**config.mk**
```make
export PLATFORM = sky130hd
export DESIGN_NAME = fp_unpack_stream_flat
export DESIGN_NICKNAME = d
export VERILOG_FILES = /design/src/rtl/fpnew_pkg_snax.sv /design/src/rtl/fp_unpack_stream_if.sv /design/src/rtl/lzc_snax.sv /design/src/rtl/fp_unpack_stream.sv /design/src/flat_wrapper.sv
export SDC_FILE = /design/constraint.sdc
export NUM_CORES = 1
export LEC_CHECK = 0
export CELL_PAD_IN_SITES_DETAIL_PLACEMENT = 1
export CELL_PAD_IN_SITES_GLOBAL_PLACEMENT = 2
export CORE_MARGIN = 10
export CORE_UTILIZATION = 35
export CTS_BUF_LIST = sky130_fd_sc_hd__clkbuf_4
export DETAILED_ROUTE_END_ITERATION = 7
export HOLD_SLACK_MARGIN = 0.02
export PLACE_DENSITY = 0.82
export RECOVER_POWER = 50
export SLEW_MARGIN = 10
export SYNTH_ARGS = -nofsm -noshare
export SYNTH_HDL_FRONTEND = slang
export SYNTH_SLANG_ARGS = --single-unit
```
**constraint.sdc**
```tcl
create_clock -name clk_i -period 7.8 [get_ports clk_i]
set_input_delay 1.17 -clock clk_i [delete_from_list [all_inputs] [get_ports clk_i]]
set_output_delay 1.17 -clock clk_i [all_outputs]
set_load 0.05 [all_outputs]
```
**src/rtl/fpnew_pkg_snax.sv**
```systemverilog
// Floating-point format helpers shared by the FP datapath blocks.
// Provides the format enum, per-format field widths and bias, and the
// packed classification vector emitted by the unpacker.
package fpnew_pkg_snax;

    typedef enum logic [2:0] {
        FP32    = 3'd0,
        FP64    = 3'd1,
        FP16    = 3'd2,
        FP8     = 3'd3,
        FP16ALT = 3'd4
    } fp_format_e;

    // Bit 4 down to bit 0 of the class vector.
    typedef struct packed {
        logic is_signalling;
        logic is_nan;
        logic is_inf;
        logic is_subnormal;
        logic is_zero;
    } fp_class_t;

    function automatic int unsigned exp_bits(fp_format_e fmt);
        case (fmt)
            FP64:      return 11;
            FP16, FP8: return 5;
            default:   return 8;
        endcase
    endfunction

    function automatic int unsigned man_bits(fp_format_e fmt);
        case (fmt)
            FP64:    return 52;
            FP16:    return 10;
            FP8:     return 2;
            FP16ALT: return 7;
            default: return 23;
        endcase
    endfunction

    function automatic int unsigned bias(fp_format_e fmt);
        return (32'd1 << (exp_bits(fmt) - 1)) - 32'd1;
    endfunction

    function automatic int unsigned fp_width(fp_format_e fmt);
        return 1 + exp_bits(fmt) + man_bits(fmt);
    endfunction

endpackage

```
**src/rtl/fp_unpack_stream_if.sv**
```systemverilog
// Valid/ready stream bundle for the FP unpacker.
//   in_*  : packed operand stream into the unpacker
//   out_* : unpacked sign / exponent / significand / class stream out
// slave  : the unpacker side; master : the producer/consumer side.
interface fp_unpack_stream_if #(
    parameter fpnew_pkg_snax::fp_format_e FpFormat = fpnew_pkg_snax::fp_format_e'(0),
    parameter int unsigned WIDTH = fpnew_pkg_snax::fp_width(FpFormat)
);
    import fpnew_pkg_snax::*;

    localparam int unsigned EXP_BITS = exp_bits(FpFormat);
    localparam int unsigned MAN_BITS = man_bits(FpFormat);

    logic                  in_valid_i;
    logic                  in_ready_o;
    logic [WIDTH-1:0]      in_data_i;
    logic                  out_valid_o;
    logic                  out_ready_i;
    logic                  out_sign_o;
    logic [EXP_BITS+1:0]   out_exp_o;
    logic [MAN_BITS:0]     out_sig_o;
    fp_class_t             out_class_o;

    modport slave (
        input  in_valid_i, in_data_i, out_ready_i,
        output in_ready_o, out_valid_o, out_sign_o, out_exp_o, out_sig_o, out_class_o
    );

    modport master (
        output in_valid_i, in_data_i, out_ready_i,
        input  in_ready_o, out_valid_o, out_sign_o, out_exp_o, out_sig_o, out_class_o
    );

endinterface

```
**src/rtl/lzc_snax.sv**
```systemverilog
// Leading/trailing zero counter.
//   in_i    : vector to scan
//   cnt_o   : MODE=1 leading zeros, MODE=0 trailing zeros (0 when empty)
//   empty_o : in_i is all zeros
module lzc_snax #(
    parameter int unsigned WIDTH = 2,
    parameter bit          MODE  = 1'b0,
    localparam int unsigned CNT_WIDTH = (WIDTH > 1) ? $clog2(WIDTH) : 1
) (
    input  logic [WIDTH-1:0]     in_i,
    output logic [CNT_WIDTH-1:0] cnt_o,
    output logic                 empty_o
);

    // Later loop iterations override earlier ones, so the scan order picks
    // the set bit nearest the counted end.
    always_comb begin
        cnt_o = '0;
        if (MODE) begin
            for (int i = 0; i < WIDTH; i++) begin
                if (in_i[i]) cnt_o = CNT_WIDTH'(WIDTH - 1 - i);
            end
        end else begin
            for (int i = WIDTH - 1; i >= 0; i--) begin
                if (in_i[i]) cnt_o = CNT_WIDTH'(i);
            end
        end
    end

    assign empty_o = ~|in_i;

endmodule

```
**src/rtl/fp_unpack_stream.sv**
```systemverilog
// Two-stage streaming FP operand unpacker.
//   clk_i, rst_i : clock, async active-high reset
//   bus (slave)  : in_* packed operand stream, out_* unpacked stream with
//                  sign, unbiased normalized exponent, significand with
//                  explicit integer bit, and class vector.
// S1 classifies and counts leading zeros; S2 normalizes.
module fp_unpack_stream
    import fpnew_pkg_snax::*;
#(
    parameter fp_format_e  FpFormat = fp_format_e'(0),
    parameter int unsigned WIDTH    = fp_width(FpFormat)
) (
    input  logic              clk_i,
    input  logic              rst_i,
    fp_unpack_stream_if.slave bus
);

    localparam int unsigned EXP_BITS = exp_bits(FpFormat);
    localparam int unsigned MAN_BITS = man_bits(FpFormat);
    localparam int unsigned EW       = EXP_BITS + 2;
    localparam int unsigned LZ_BITS  = (MAN_BITS + 1 > 1) ? $clog2(MAN_BITS + 1) : 1;
    localparam logic signed [EW-1:0] BIAS_S = EW'(bias(FpFormat));

    logic [WIDTH-1:0]    in_data;
    logic                in_sign;
    logic [EXP_BITS-1:0] in_exp;
    logic [MAN_BITS-1:0] in_man;
    logic [LZ_BITS-1:0]  in_lz;
    logic                man_zero;
    logic                exp_zero;
    logic                exp_ones;
    fp_class_t           in_class;

    assign in_data  = bus.in_data_i;
    assign in_sign  = in_data[WIDTH-1];
    assign in_exp   = in_data[MAN_BITS +: EXP_BITS];
    assign in_man   = in_data[MAN_BITS-1:0];
    assign exp_zero = (in_exp == '0);
    assign exp_ones = &in_exp;

    // The counter's empty flag doubles as the mantissa-is-zero detect.
    lzc_snax #(
        .WIDTH (MAN_BITS + 1),
        .MODE  (1'b1)
    ) u_lzc (
        .in_i    ({1'b0, in_man}),
        .cnt_o   (in_lz),
        .empty_o (man_zero)
    );

    always_comb begin
        in_class               = '0;
        in_class.is_zero       = exp_zero & man_zero;
        in_class.is_subnormal  = exp_zero & ~man_zero;
        in_class.is_inf        = exp_ones & man_zero;
        in_class.is_nan        = exp_ones & ~man_zero;
        in_class.is_signalling = exp_ones & ~man_zero & ~in_man[MAN_BITS-1];
    end

    // Stage handshake: a stage loads when empty or drained this cycle.
    logic s1_valid, s2_valid, s1_ready, s2_ready;

    assign s2_ready       = !s2_valid || bus.out_ready_i;
    assign s1_ready       = !s1_valid || s2_ready;
    assign bus.in_ready_o = s1_ready;

    logic                s1_sign;
    fp_class_t           s1_class;
    logic [EXP_BITS-1:0] s1_exp;
    logic [MAN_BITS-1:0] s1_man;
    logic [LZ_BITS-1:0]  s1_lz;

    always_ff @(posedge clk_i or posedge rst_i) begin
        if (rst_i) begin
            s1_valid <= 1'b0;
            s1_sign  <= 1'b0;
            s1_class <= '0;
            s1_exp   <= '0;
            s1_man   <= '0;
            s1_lz    <= '0;
        end else if (s1_ready) begin
            s1_valid <= bus.in_valid_i;
            if (bus.in_valid_i) begin
                s1_sign  <= in_sign;
                s1_class <= in_class;
                s1_exp   <= in_exp;
                s1_man   <= in_man;
                s1_lz    <= in_lz;
            end
        end
    end

    // Inf/NaN share the normal exponent path: the raw field is all ones.
    logic signed [EW-1:0] norm_exp;
    logic [MAN_BITS:0]    norm_sig;

    always_comb begin
        norm_exp = signed'(EW'(s1_exp)) - BIAS_S;
        norm_sig = {1'b1, s1_man};
        if (s1_class.is_zero) begin
            norm_exp = '0;
            norm_sig = '0;
        end else if (s1_class.is_subnormal) begin
            norm_exp = signed'(EW'(1)) - BIAS_S - signed'(EW'(s1_lz));
            norm_sig = {1'b0, s1_man} << s1_lz;
        end else if (s1_class.is_inf || s1_class.is_nan) begin
            norm_sig = {1'b0, s1_man};
        end
    end

    logic              s2_sign;
    fp_class_t         s2_class;
    logic [EW-1:0]     s2_exp;
    logic [MAN_BITS:0] s2_sig;

    always_ff @(posedge clk_i or posedge rst_i) begin
        if (rst_i) begin
            s2_valid <= 1'b0;
            s2_sign  <= 1'b0;
            s2_class <= '0;
            s2_exp   <= '0;
            s2_sig   <= '0;
        end else if (s2_ready) begin
            s2_valid <= s1_valid;
            if (s1_valid) begin
                s2_sign  <= s1_sign;
                s2_class <= s1_class;
                s2_exp   <= norm_exp;
                s2_sig   <= norm_sig;
            end
        end
    end

    assign bus.out_valid_o = s2_valid;
    assign bus.out_sign_o  = s2_sign;
    assign bus.out_exp_o   = s2_exp;
    assign bus.out_sig_o   = s2_sig;
    assign bus.out_class_o = s2_class;

endmodule
```
**src/flat_wrapper.sv**
```systemverilog
// flat-port wrapper written by rule: the top's interface ports become plain ports
module fp_unpack_stream_flat import fpnew_pkg_snax::*;
#(
    parameter fp_format_e  FpFormat = fp_format_e'(0),
    parameter int unsigned WIDTH    = fp_width(FpFormat)
)
  (clk_i, rst_i, bus_in_valid_i, bus_in_data_i, bus_out_ready_i, bus_in_ready_o, bus_out_valid_o, bus_out_sign_o, bus_out_exp_o, bus_out_sig_o, bus_out_class_o);
  fp_unpack_stream_if #(.FpFormat(FpFormat), .WIDTH(WIDTH)) bus_i ();
  input  logic clk_i;
  input  logic rst_i;
  input wire logic [$bits(bus_i.in_valid_i)-1:0] bus_in_valid_i;
  input wire logic [$bits(bus_i.in_data_i)-1:0] bus_in_data_i;
  input wire logic [$bits(bus_i.out_ready_i)-1:0] bus_out_ready_i;
  output wire logic [$bits(bus_i.in_ready_o)-1:0] bus_in_ready_o;
  output wire logic [$bits(bus_i.out_valid_o)-1:0] bus_out_valid_o;
  output wire logic [$bits(bus_i.out_sign_o)-1:0] bus_out_sign_o;
  output wire logic [$bits(bus_i.out_exp_o)-1:0] bus_out_exp_o;
  output wire logic [$bits(bus_i.out_sig_o)-1:0] bus_out_sig_o;
  output wire logic [$bits(bus_i.out_class_o)-1:0] bus_out_class_o;
  assign bus_i.in_valid_i = bus_in_valid_i;
  assign bus_i.in_data_i = bus_in_data_i;
  assign bus_i.out_ready_i = bus_out_ready_i;
  assign bus_in_ready_o = bus_i.in_ready_o;
  assign bus_out_valid_o = bus_i.out_valid_o;
  assign bus_out_sign_o = bus_i.out_sign_o;
  assign bus_out_exp_o = bus_i.out_exp_o;
  assign bus_out_sig_o = bus_i.out_sig_o;
  assign bus_out_class_o = bus_i.out_class_o;
  fp_unpack_stream #(.FpFormat(FpFormat), .WIDTH(WIDTH)) u_core (.clk_i(clk_i), .rst_i(rst_i), .bus(bus_i));
endmodule
```
== After elaboration in Yosys (flattened, before gate mapping) ==
Index checks and enable logic that the tools add are counted.
Word-level totals
  register bits: 84
  bits of input ports: 36
  output and inout port bits: 42
Cells by class
  add/sub/neg operators: 2
  shifts and indexed selects: 1
  mux-type cells: 28
  bitwise operators: 6
  reductions and logical operators: 11
Operator list (number)
  5-bit 2-to-1 mux: 23
  24-bit 2-to-1 mux: 3
  23-bit by 5-bit << shifter with 24-bit output: 1
  23-bit OR reduction: 1
  10-bit 2-to-1 mux: 2
  8-bit by 6-bit subtractor with 9-bit output (first input constant): 1
  8-bit by 7-bit subtractor with 9-bit output (second input constant): 1
  8-bit zero test: 1
  8-bit AND reduction: 1
  1-bit AND: 5
  2-bit AND reduction: 2
  1-bit zero test: 3
  1-bit logical OR: 3
  1-bit NOT: 1

== Depth between registers and ports, before layout ==
  depth in word-level cells: 23
  mapped depth: 9
  depth with buffers taken out: 6

== Hierarchy ==
A second synthesis with hierarchy kept.
Second synthesis, totals
  cell total of the unflattened synthesis: 522
  area total of the unflattened synthesis: 5082.4 µm²
By module, submodules not included
  fp_unpack_stream: instances 1, cells each 473, area each 4774.6 µm², sequential area each 2077.0 µm²
  lzc_snax: instances 1, cells each 49, area each 307.8 µm², sequential area each 0.0 µm²

== Worst setup path before layout ==
Ideal clock, no wire load.
  kind: input-to-reg
  from: input port bus_out_ready_i
  to: register u_core.s1_exp[0]
  library setup time: 125 ps
  arrival: 2861 ps
  data required time: 7675 ps
  slack: 4814 ps
  stages: 5
  cell sequence: nand3b_1 -> and2_1 -> clkbuf_1 -> clkbuf_1 -> mux2_2
Between the ends
  longest elaborated chain between the ends: 3
Ends and longest elaborated chain
  start, declared: line flat_wrapper.sv:13  | input wire logic [$bits(bus_i.out_ready_i)-1:0] bus_out_ready_i;
  1-bit logical OR: line fp_unpack_stream.sv:63  | assign s2_ready = !s2_valid || bus.out_ready_i;
  1-bit logical OR: line fp_unpack_stream.sv:64  | assign s1_ready = !s1_valid || s2_ready;
  2-bit AND reduction (no source line)
  end signal, assigned: line fp_unpack_stream.sv:86  | s1_exp <= in_exp;
  end, declared: line fp_unpack_stream.sv:69  | logic [EXP_BITS-1:0] s1_exp;
Every way passes these cells.
A chain may end at the register's enable or synchronous reset.

== Final worst setup path ==
  from: input port bus_out_ready_i
  to: register u_core.s2_sig[19], in the netlist u_core.bus.out_sig_o[19]
Between the ends
  longest elaborated chain between the ends: 2
Ends and longest elaborated chain
  1-bit logical OR: line fp_unpack_stream.sv:63
  2-bit AND reduction (no source line)
  end signal, assigned: line fp_unpack_stream.sv:129  | s2_sig <= norm_sig;
  end, declared: line fp_unpack_stream.sv:114  | logic [MAN_BITS:0] s2_sig;
Every way passes these cells.

==> results.py <==
metrics = {
    "die": {
        "fp.dieW_um": 140,
        "core_sq_um": 14000,
        "die_y_um": 140,
        "die_area_sq_um": 19700,
        "start_util": 0.361,
        "placementRows": 43,
        "io_pins": 78,
    },
    "clocking": {
        "cts_root_buf": "clkbuf_4",
        "cts_tree": "yes",
        "ctsResizeCount": 0,
        "clkTransAtPathRegs_ns": 0.13,
        "cts_max_level": 3,
        "hold_buffers": 0,
        "clkLatencyLatePin_ns": 0.48,
        "clk_path_buf_depth": 2,
        "cts_setup_buffers": 0,
        "cts_inserted_buffers": 9,
        "clock_sinks": 83,
    },
    "global_routing": {
        "grt_usage": 0.164,
        "grt_max_degree": 84,
        "antenna_found_initial": 0,
        "grt_remaining_overflow": 0,
        "grt_pass1_wl_um": 26100,
        "grt_pass1_vias": 4569,
    },
    "sta": {
        "period_minus_slack_ns": 4.49,
        "worst_slew_pin_slew_ns": 2.47,
        "fmax_mhz": 223,
        "finalSetupViolations": 0,
        "timing.hold.ws_ns": 0.489,
        "fin_crit_sh": 0.576,
        "rsz0062_at_grt": "false",
        "finalHoldViolations": 0,
        "maxSlewHeadroom": -0.643,
        "setup_tns_ns": 0,
        "fin_worst_skew_ns": 0.0126,
        "slew_violations": 96,
    },
    "min_path": {
        "holdCritPathClass": "reg2reg",
        "hp-start": "u_core.bus.out_exp_o[5]",
    },
    "worst_setup_path": {
        "cpLargestDelayFamily": "buffers and inverters",
        "crit_top_cell": "a21oi_1",
        "critPathKind": "in2reg",
        "start_kind": "primary input",
        "cp.arrival_ns": 4.85,
        "critPathLaunch": "bus_out_ready_i",
        "cp.required_ns": 8.15,
        "worst_path_largest_cell_delay_ns": 1.73,
        "worstPathMaxFanout": 56,
        "path_cells": "dlygate4sd3_1, nand2b_1, nand2_2, clkbuf_1, nor2_1, a21oi_1, a21oi_1",
        "reg2reg_from": "u_core.bus.out_valid_o",
        "worst-path-buf-inv": 2,
        "cp_slowest_cell": "clkbuf_1",
        "cp-end-kind": "flop",
    },
    "power": {
        "p_leak_nw": 2.48,
        "power_density_nw_per_um2": 235,
        "power_mw": 1.43,
        "vdd_drop_max_v": 0.0000794,
    },
    "detailed_routing": {
        "drt_iter0_markers": 286,
        "post_drt_via_cell_ratio": 5.88,
        "wl_per_cell_um": 21.4,
        "vias": 4458,
        "detail-route-antenna-nets": 0,
        "firstDrtPassIters": 5,
        "drt_wl_total_um": 16200,
        "drc_errors": 0,
    },
    "synth": {
        "ys_seq_elements": 83,
        "synthTopCellsByArea": "dfrtp_1 (41%), mux2_2 (8.4%), mux4_1 (6.2%)",
        "ys_warn_count": 0,
        "synth_top_cell_by_area": "dfrtp_1",
        "synth_flop_cell": "dfrtp_1",
        "netlist.area_leader.share": 0.410,
        "synth-seq-area-share": 0.410,
        "yosys.area_share.xor_xnor": 0.0156,
        "synth-edff-count": 0,
        "synth_top_family_by_area": "multiplexers",
        "synth-compound-area-share": 0.161,
        "avgSynthCellArea_sq_um": 9.83,
        "muxShareOfSynthArea": 0.209,
        "syn_inst": 515,
        "synth_area_sq_um": 5060,
        "yosys.cell_types.count": 50,
        "synthSimpleGateAreaFrac": 0.153,
        "syn_nets": 553,
        "synth_fa_ha_area_frac": 0.00494,
        "async_reset_ff_frac": 1.00,
    },
    "final_layout": {
        "drive_gt1_frac": 0.114,
        "fin_cells": 758,
        "final_util": 0.433,
        "syn_to_final_growth_pct": 20.0,
        "nNetsFinal": 611,
        "antennaDiodeCount": 0,
    },
    "run_status": {
        "violations": "max-capacitance violations, max-slew violations",
        "status": "finished with violations",
    },
    "flow_run": {
        "maxCapViolCount": 2,
    },
    "placement": {
        "place.gp.congestion": 0.861,
        "port_buffers": 77,
        "post-place-cells": 742,
        "dp_hpwl_um": 11800,
    },
}
==> power by group <==
group          internal (mW)  total [mW]  switching [mW]
clock network          0.131       0.287           0.156
logic                  0.230       0.572           0.342
registers              0.495       0.566          0.0720
total                  0.855        1.43           0.571
==> cell type report <==
type / count / area, sq um
Fill cell: 1598 / 7960
Inverter: 11 / 42.5
Clock inverter: 6 / 80.1
Clock buffer: 10 / 75.1
Sequential cell: 83 / 2080
Multi-Input combinational cell: 383 / 2760
Tap cell: 180 / 225
Timing Repair Buffer: 85 / 820
==> cells in the mapped netlist, types with 2 or more instances <==
cell type / instances
buf_6: 2
a31oi_1: 6
xnor2_1: 7
nor3_1: 13
inv_1: 11
mux4_1: 12
nand4_1: 3
or3_1: 2
clkbuf_1: 23
and3_1: 6
o31ai_1: 10
a21oi_1: 33
xor2_1: 2
dfrtp_1: 83
nand3_1: 8
o41ai_1: 2
mux2_2: 38
buf_1: 4
mux4_2: 5
and2_1: 4
buf_4: 2
nand3b_1: 3
nand2_1: 76
or4_1: 2
a211oi_1: 2
o211ai_1: 4
a41oi_1: 2
buf_2: 6
o21ai_0: 32
a221oi_1: 8
nand2b_1: 8
ha_1: 2
nor2b_1: 3
nor2_1: 32
a32oi_1: 2
a22o_1: 5
mux2i_1: 19
o22ai_1: 6
nor4_1: 8
a22oi_1: 7
a222oi_1: 3
==> registers in the layout (all words and copies together), names as in the netlist <==
register / flops
u_core.bus.out_valid_o: 1
u_core.s1_lz: 5
u_core.bus.out_class_o: 5
u_core.s1_class: 5
u_core.s1_man: 23
u_core.bus.out_sig_o: 24
u_core.s1_valid: 1
u_core.bus.out_exp_o: 9
u_core.s1_sign: 1
u_core.s1_exp: 8
u_core.bus.out_sign_o: 1
==> worst min-delay path, cell delays in order (launching register included) <==
cell and delay, ns:
dfrtp_1 0.36, nand2_1 0.05, nand2_1 0.05
==> cell families after synthesis <==
logic type,after synthesis
xor gates and xnor gates,9
buffers and inverters,49
and+or+nand+nor,170
AOI/OAI and AO/OA,127
DFF,83
adders and majority gates,2
muxes,75
==> cell usage in the layout (no fill, tap or decap), drive strengths merged, types with 5 or more instances in the layout <==
cell,instances
nor4,8
a21oi,33
xnor2,7
clkbuf,13
nor3,13
a31oi,6
nand2b,8
a22o,5
nand2,76
buf,5
o22ai,6
o31ai,10
inv,10
o21ai,32
a221oi,8
nor2,32
and3,6
a22oi,7
nand3,8
mux2i,19
dfrtp,83
clkdlybuf4s50,75
mux4,17
mux2,39
==> through the flow <==
step	worst slack, ns	area, sq um
5_1_grt	2.87	6080
2_1_floorplan	4.49	5060
3_3_place_gp	3.99	5940
4_1_cts	3.97	6090
6_report	3.31	6080
3_5_place_dp	3.98	5940
==> final timing paths <==
kind / end / slack (ns) / cells past startpoint
setup / recovery: u_core.bus.out_sig_o[19] / 3.31 / 7
min in group asynchronous: u_core.bus.out_sig_o[9] / 1.50 / 3
hold reg to reg: u_core.bus.out_exp_o[5] / 0.49 / 2
setup reg to reg: u_core.bus.out_sig_o[19] / 4.24 / 6
max in group asynchronous: u_core.s1_exp[7] / 5.63 / 3
hold / removal: u_core.bus.out_exp_o[5] / 0.49 / 2
==> layer usage <==
| layer | track usage | vias to the layer above | wire length (um) |
|---|---|---|---|
| met2 | 0.252 | 166 | 7320 |
| met3 | 0.0318 | 31 | 1110 |
| met5 | 0 | - | 0 |
| met4 | 0.0766 | 0 | 530 |
| met1 | 0.216 | 2220 | 7260 |
| li1 | - | 2041 | - |
Power figures use the tool's default switching activity.
